$ cat config.mk
export PLATFORM = sky130hd
export DESIGN_NAME = ctr_prog
export DESIGN_NICKNAME = d
export VERILOG_FILES = /design/src/rtl/ctr_prog_pkg.sv /design/src/rtl/ctr_prog_step.sv /design/src/rtl/ctr_prog.sv
export SDC_FILE = /design/constraint.sdc
export NUM_CORES = 1
export LEC_CHECK = 0
export CORE_MARGIN = 1
export CORE_UTILIZATION = 55
export DETAILED_ROUTE_END_ITERATION = 10
export PLACE_DENSITY = 0.95
export REMOVE_ABC_BUFFERS = 1
export SLEW_MARGIN = 20
export SYNTH_ARGS = -nofsm -noshare
export SYNTH_HDL_FRONTEND = slang
export SYNTH_SLANG_ARGS = --single-unit
$ cat constraint.sdc
create_clock -name clk -period 6.35 [get_ports clk]
set_input_delay 1.27 -clock clk [delete_from_list [all_inputs] [get_ports clk]]
set_output_delay 1.27 -clock clk [all_outputs]
set_load 0.02 [all_outputs]
$ cat src/rtl/ctr_prog_pkg.sv
// ctr_prog_pkg: shared types for the programmable counter.
// End-of-count mode encodings and the RUN/DONE state type.
package ctr_prog_pkg;

  // End-of-count behaviour; 2'b11 is reserved and treated as wrap.
  typedef enum logic [1:0] {
    MODE_WRAP    = 2'b00,
    MODE_SAT     = 2'b01,
    MODE_ONESHOT = 2'b10,
    MODE_RSVD    = 2'b11
  } mode_t;

  // RUN counts normally; DONE freezes the counter after a one-shot terminal event.
  typedef enum logic {
    ST_RUN  = 1'b0,
    ST_DONE = 1'b1
  } state_t;

endpackage : ctr_prog_pkg

$ cat src/rtl/ctr_prog_step.sv
// ctr_prog_step: combinational next-count and terminal-condition logic.
// Given the current count, direction, limit and mode, it produces the value
// one enabled step would produce, and flags whether that step is terminal.
module ctr_prog_step
  import ctr_prog_pkg::*;
#(
  parameter int WIDTH = 32
) (
  input  logic [WIDTH-1:0] count,
  input  logic             up_dn,
  input  logic [WIDTH-1:0] limit,
  input  logic [1:0]       mode,
  output logic [WIDTH-1:0] next_count,
  output logic             term,
  output logic             oneshot_end
);

  localparam logic [WIDTH-1:0] ONE_C  = {{(WIDTH-1){1'b0}}, 1'b1};
  localparam logic [WIDTH-1:0] ZERO_C = {WIDTH{1'b0}};

  mode_t mode_s;
  assign mode_s = mode_t'(mode);

  // Terminal test, step value and one-shot end flag for the current count.
  always_comb begin
    term        = 1'b0;
    next_count  = count;
    oneshot_end = 1'b0;

    // Up: at or beyond the limit is terminal, so an over-limit load ends at once.
    if (up_dn) begin
      term = (count >= limit);
    end else begin
      term = (count == ZERO_C);
    end

    if (term) begin
      case (mode_s)
        MODE_SAT: begin
          next_count = count;
        end
        MODE_ONESHOT: begin
          next_count  = count;
          oneshot_end = 1'b1;
        end
        default: begin
          // Wrap (and reserved): up restarts at 0, down reloads the limit.
          if (up_dn) begin
            next_count = ZERO_C;
          end else begin
            next_count = limit;
          end
        end
      endcase
    end else begin
      if (up_dn) begin
        next_count = count + ONE_C;
      end else begin
        next_count = count - ONE_C;
      end
    end
  end

endmodule : ctr_prog_step

$ cat src/rtl/ctr_prog.sv
// ctr_prog: programmable up/down counter with load, limit, wrap/saturate/
// one-shot end-of-count modes and a registered terminal-count pulse.
// Optional feature macro: CTR_PROG_CAPTURE_EN adds capture/cap_val, which
// snapshots the pre-edge count on any edge where capture is high.
module ctr_prog
  import ctr_prog_pkg::*;
#(
  parameter int                WIDTH     = 32,
  parameter logic [WIDTH-1:0]  RESET_VAL = {WIDTH{1'b0}}
) (
  input  logic             clk,
  input  logic             reset,
  input  logic             enable,
  input  logic             up_dn,
  input  logic             load,
  input  logic [WIDTH-1:0] load_val,
  input  logic [WIDTH-1:0] limit,
  input  logic [1:0]       mode,
`ifdef CTR_PROG_CAPTURE_EN
  input  logic             capture,
  output logic [WIDTH-1:0] cap_val,
`endif
  output logic [WIDTH-1:0] count,
  output logic             tc,
  output logic             done
);

  state_t           state_r;
  state_t           state_nxt_s;
  logic [WIDTH-1:0] count_r;
  logic [WIDTH-1:0] count_nxt_s;
  logic             tc_r;
  logic             tc_nxt_s;
  logic             done_r;
  logic [WIDTH-1:0] step_val_s;
  logic             term_s;
  logic             oneshot_end_s;

  ctr_prog_step #(
    .WIDTH (WIDTH)
  ) u_step (
    .count       (count_r),
    .up_dn       (up_dn),
    .limit       (limit),
    .mode        (mode),
    .next_count  (step_val_s),
    .term        (term_s),
    .oneshot_end (oneshot_end_s)
  );

  // Next-state, next-count and terminal pulse; load beats enable, DONE ignores enable.
  always_comb begin
    state_nxt_s = state_r;
    count_nxt_s = count_r;
    tc_nxt_s    = 1'b0;

    if (load) begin
      count_nxt_s = load_val;
      state_nxt_s = ST_RUN;
    end else begin
      case (state_r)
        ST_RUN: begin
          if (enable) begin
            count_nxt_s = step_val_s;
            tc_nxt_s    = term_s;
            if (oneshot_end_s) begin
              state_nxt_s = ST_DONE;
            end else begin
              state_nxt_s = ST_RUN;
            end
          end else begin
            count_nxt_s = count_r;
          end
        end
        ST_DONE: begin
          state_nxt_s = ST_DONE;
        end
        default: begin
          state_nxt_s = ST_RUN;
        end
      endcase
    end
  end

  // Counter, FSM and output registers with synchronous reset.
  always_ff @(posedge clk) begin
    if (reset) begin
      state_r <= ST_RUN;
      count_r <= RESET_VAL;
      tc_r    <= 1'b0;
      done_r  <= 1'b0;
    end else begin
      state_r <= state_nxt_s;
      count_r <= count_nxt_s;
      tc_r    <= tc_nxt_s;
      done_r  <= (state_nxt_s == ST_DONE);
    end
  end

  assign count = count_r;
  assign tc    = tc_r;
  assign done  = done_r;

`ifdef CTR_PROG_CAPTURE_EN
  logic [WIDTH-1:0] cap_r;

  // Snapshot of the pre-edge count; active in every state and alongside load.
  always_ff @(posedge clk) begin
    if (reset) begin
      cap_r <= {WIDTH{1'b0}};
    end else if (capture) begin
      cap_r <= count_r;
    end else begin
      cap_r <= cap_r;
    end
  end

  assign cap_val = cap_r;
`endif

endmodule : ctr_prog

==> impl_metrics.csv <==
group,metric,value,unit
grt,antenna_found_initial,0,
cells_and_area,diodes,0,
clock_tree,cts_tree,"done",
detailed_routing,num_vias,5216,
timing,period_share,72.17,%
floorplanning,io_pins,105,
synthesis,synth_area_leader_cell,"ha_1",
cells_and_area,nFillCells,546,
run,maxCapViolations,0,
worst_setup_path,cp.required,6.53,ns
synthesis,postSynthCellCount,583,
worst_setup_path,crit_chain,"clkdlybuf4s50_1 -> buf_4 -> inv_2 -> ha_1 -> and3_1 -> a221oi_2 -> or4_4 -> a211o_2 -> and4_4 -> o2111a_1 -> o31ai_1 -> a21oi_1",
detailed_routing,routed_wl,14840,microns
timing,slew_viol_final,0,
synthesis,synth.distinct_cells,74,
pwr,p_leak,0.002357,uW
timing,hold_viol_final,0,
synthesis,synth-edff-count,0,
synthesis,syn_area_per_cell,7.404,sq um
floorplanning,die_area,8207,sq um
timing,worst_pin_slew,0.9547,ns
floorplanning,start_util,58.27,%
timing,maxSlewHeadroom,36.35,%
timing,max_freq,218.2,MHz
clock_tree,cts_buffer_depth,2,
synthesis,synth_top_area_share,18.26,%
grt,grt_overflow_total,0,
grt,first_global_vias,5015,
worst_setup_path,critPathMaxFanout,20,
clock_tree,insertion_delay,0.30,ns
min_path,hold_class,"flip-flop to flip-flop",
worst_setup_path,crit_slowest_cell,"or4_4",
detailed_routing,postRouteAntennaNets,0,
timing,min_period,4.583,ns
place,place.port_buffers,104,
clock_tree,cts.htree.levels,2,
synthesis,ys_warn_count,0,
timing,clock_skew,0.01169,ns
clock_tree,cts_resized,0,
detailed_routing,drtPass1Iterations,7,
pwr,power_per_cell_area,187.9,nW/um^2
clock_tree,path_clk_slew,0.09,ns
cells_and_area,drive_gt1_share,5.178,%
clock_tree,postCtsSetupBuffers,0,
floorplanning,die_h,90.59,microns
clock_tree,cts_buffers,5,
clock_tree,clock-sinks,34,
timing,rsz0062_at_grt,"false",
synthesis,synth-async-reset-ratio,0,%
cells_and_area,layout.nets,810,
clock_tree,root_buffer,"clkbuf_8",
floorplanning,rows,31,
worst_setup_path,worstPathArrival,4.76,ns
status,outcome,"complete, no violations",
synthesis,seq_area_frac_synth,15.77,%
synthesis,synth.area.top_cells,"ha_1 (18%), dfxtp_1 (16%), a21oi_1 (7.1%)",
cells_and_area,area.sequential,680.7,sq um
detailed_routing,via_per_inst,6.730,
pwr,total_power,1044,uW
detailed_routing,wl_per_cell,19.15,microns
synthesis,syn_area,4317,sq um
synthesis,synth_flop_cell,"dfxtp_1",
clock_tree,hold_buffers,0,
worst_setup_path,critPathMaxStageDelay,0.53,ns
synthesis,synth.most_common_cell,"ha_1",
place,gp_congestion,0.9513,
detailed_routing,drc,0,
floorplanning,die_w,90.59,microns
timing,setup_tns,0,ns
detailed_routing,dr.first_iter.drc_count,488,
worst_setup_path,crit_type,"input port to flip-flop",
worst_setup_path,worst_setup_path_end_kind,"flip-flop",
synthesis,synth_seq_cells,34,
cells_and_area,area_growth,28.67,%
grt,grt_pass1_wl,24270,microns
floorplanning,core_area,7408,sq um
grt,grt_max_degree,53,
cells_and_area,multi_input_area,3351,sq um
worst_setup_path,start_kind,"input port",
place,dp_hpwl,10950,microns
pwr,ir_drop,98.20,uV
synthesis,synth_common_cells,"ha_1 (63), a21oi_1 (61), nand2_1 (54)",
timing,finalSetupViolations,0,
grt,globalRouteTotalUtil,36.23,%
## power breakdown
part,switching (uW),internal (uW)
clock,102,158
combinational,287,228
sequential,35.2,234
total,424,620
## per-layer routing
metal / part of all wire (%) / GRT usage, % / vias up
met2: 47 / 60.48 / 353
li1: - / - / 2388
met4: 4.5 / 16.94 / 0
met3: 10 / 6.481 / 68
met5: 0 / 0 / -
met1: 39 / 44.85 / 2407
## cell families (layout without fill, tap and decap cells)
kind of cell	after synthesis	after routing	share of synthesized area (%)
AOI/OAI and AO/OA	209	209	32.96
xor gates and xnor gates	21	21	4.261
adders and majority gates	64	64	18.72
buffers and inverters	73	166	6.753
DFF	34	34	15.77
muxes	1	1	0.2319
and+or+nand+nor	181	181	21.30
## worst paths after layout
path                   from   endpoint  slack [ns]  cells after the start
setup / recovery      up_dn  count[26]        1.77                     12
hold / removal    count[14]  count[14]        0.54                      2
setup reg to reg   count[0]   count[6]        2.73                     11
hold reg to reg   count[14]  count[14]        0.54                      2
## sequential cells by signal, indices dropped and copies added (netlist names)
name	flops
count	32
tc	1
done	1
## critical path, delay by kind of cell
family	cells	cell delay, ns
AND/OR/NAND/NOR	3	0.96
buffers and inverters	3	0.96
AO/OA/AOI/OAI	5	1.11
adder cells (fa/ha/maj)	1	0.46
## layout by cell type (no fill, tap or decap), types with 13 or more instances in the layout
cell type and count:
clkdlybuf4s50_1 103, ha_1 63, a21oi_1 61, nand2_1 54, inv_1 47, dfxtp_1 34
nor2_1 33, o21ai_0 29, nor3_1 20, nand3_1 15, a31oi_1 13, xnor2_1 13
## cell type report
type,instances,share of cell area (%)
clock buffer,5,1.239
clock inverter,3,1.239
inverter,48,3.244
multi-input combinational,476,60.33
sequential,34,12.26
tap,99,2.230
timing repair buffer,110,19.46
## stage by stage
stage                     cells  hold slack, ns  worst slack [ns]  instance area, sq um  utilization [%]
after floorplan             558          0.5639             2.468                  4205                -
after global placement      767          0.5053             1.539                  5416            73.11
after detailed placement    767          0.5180             1.525                  5416            73.11
after CTS                   775          0.5341             1.830                  5554            74.97
after global routing        775          0.5593             1.601                  5554            74.97
final                       775          0.5370             1.767                  5554            74.97
(Power assumes the default switching activity.)
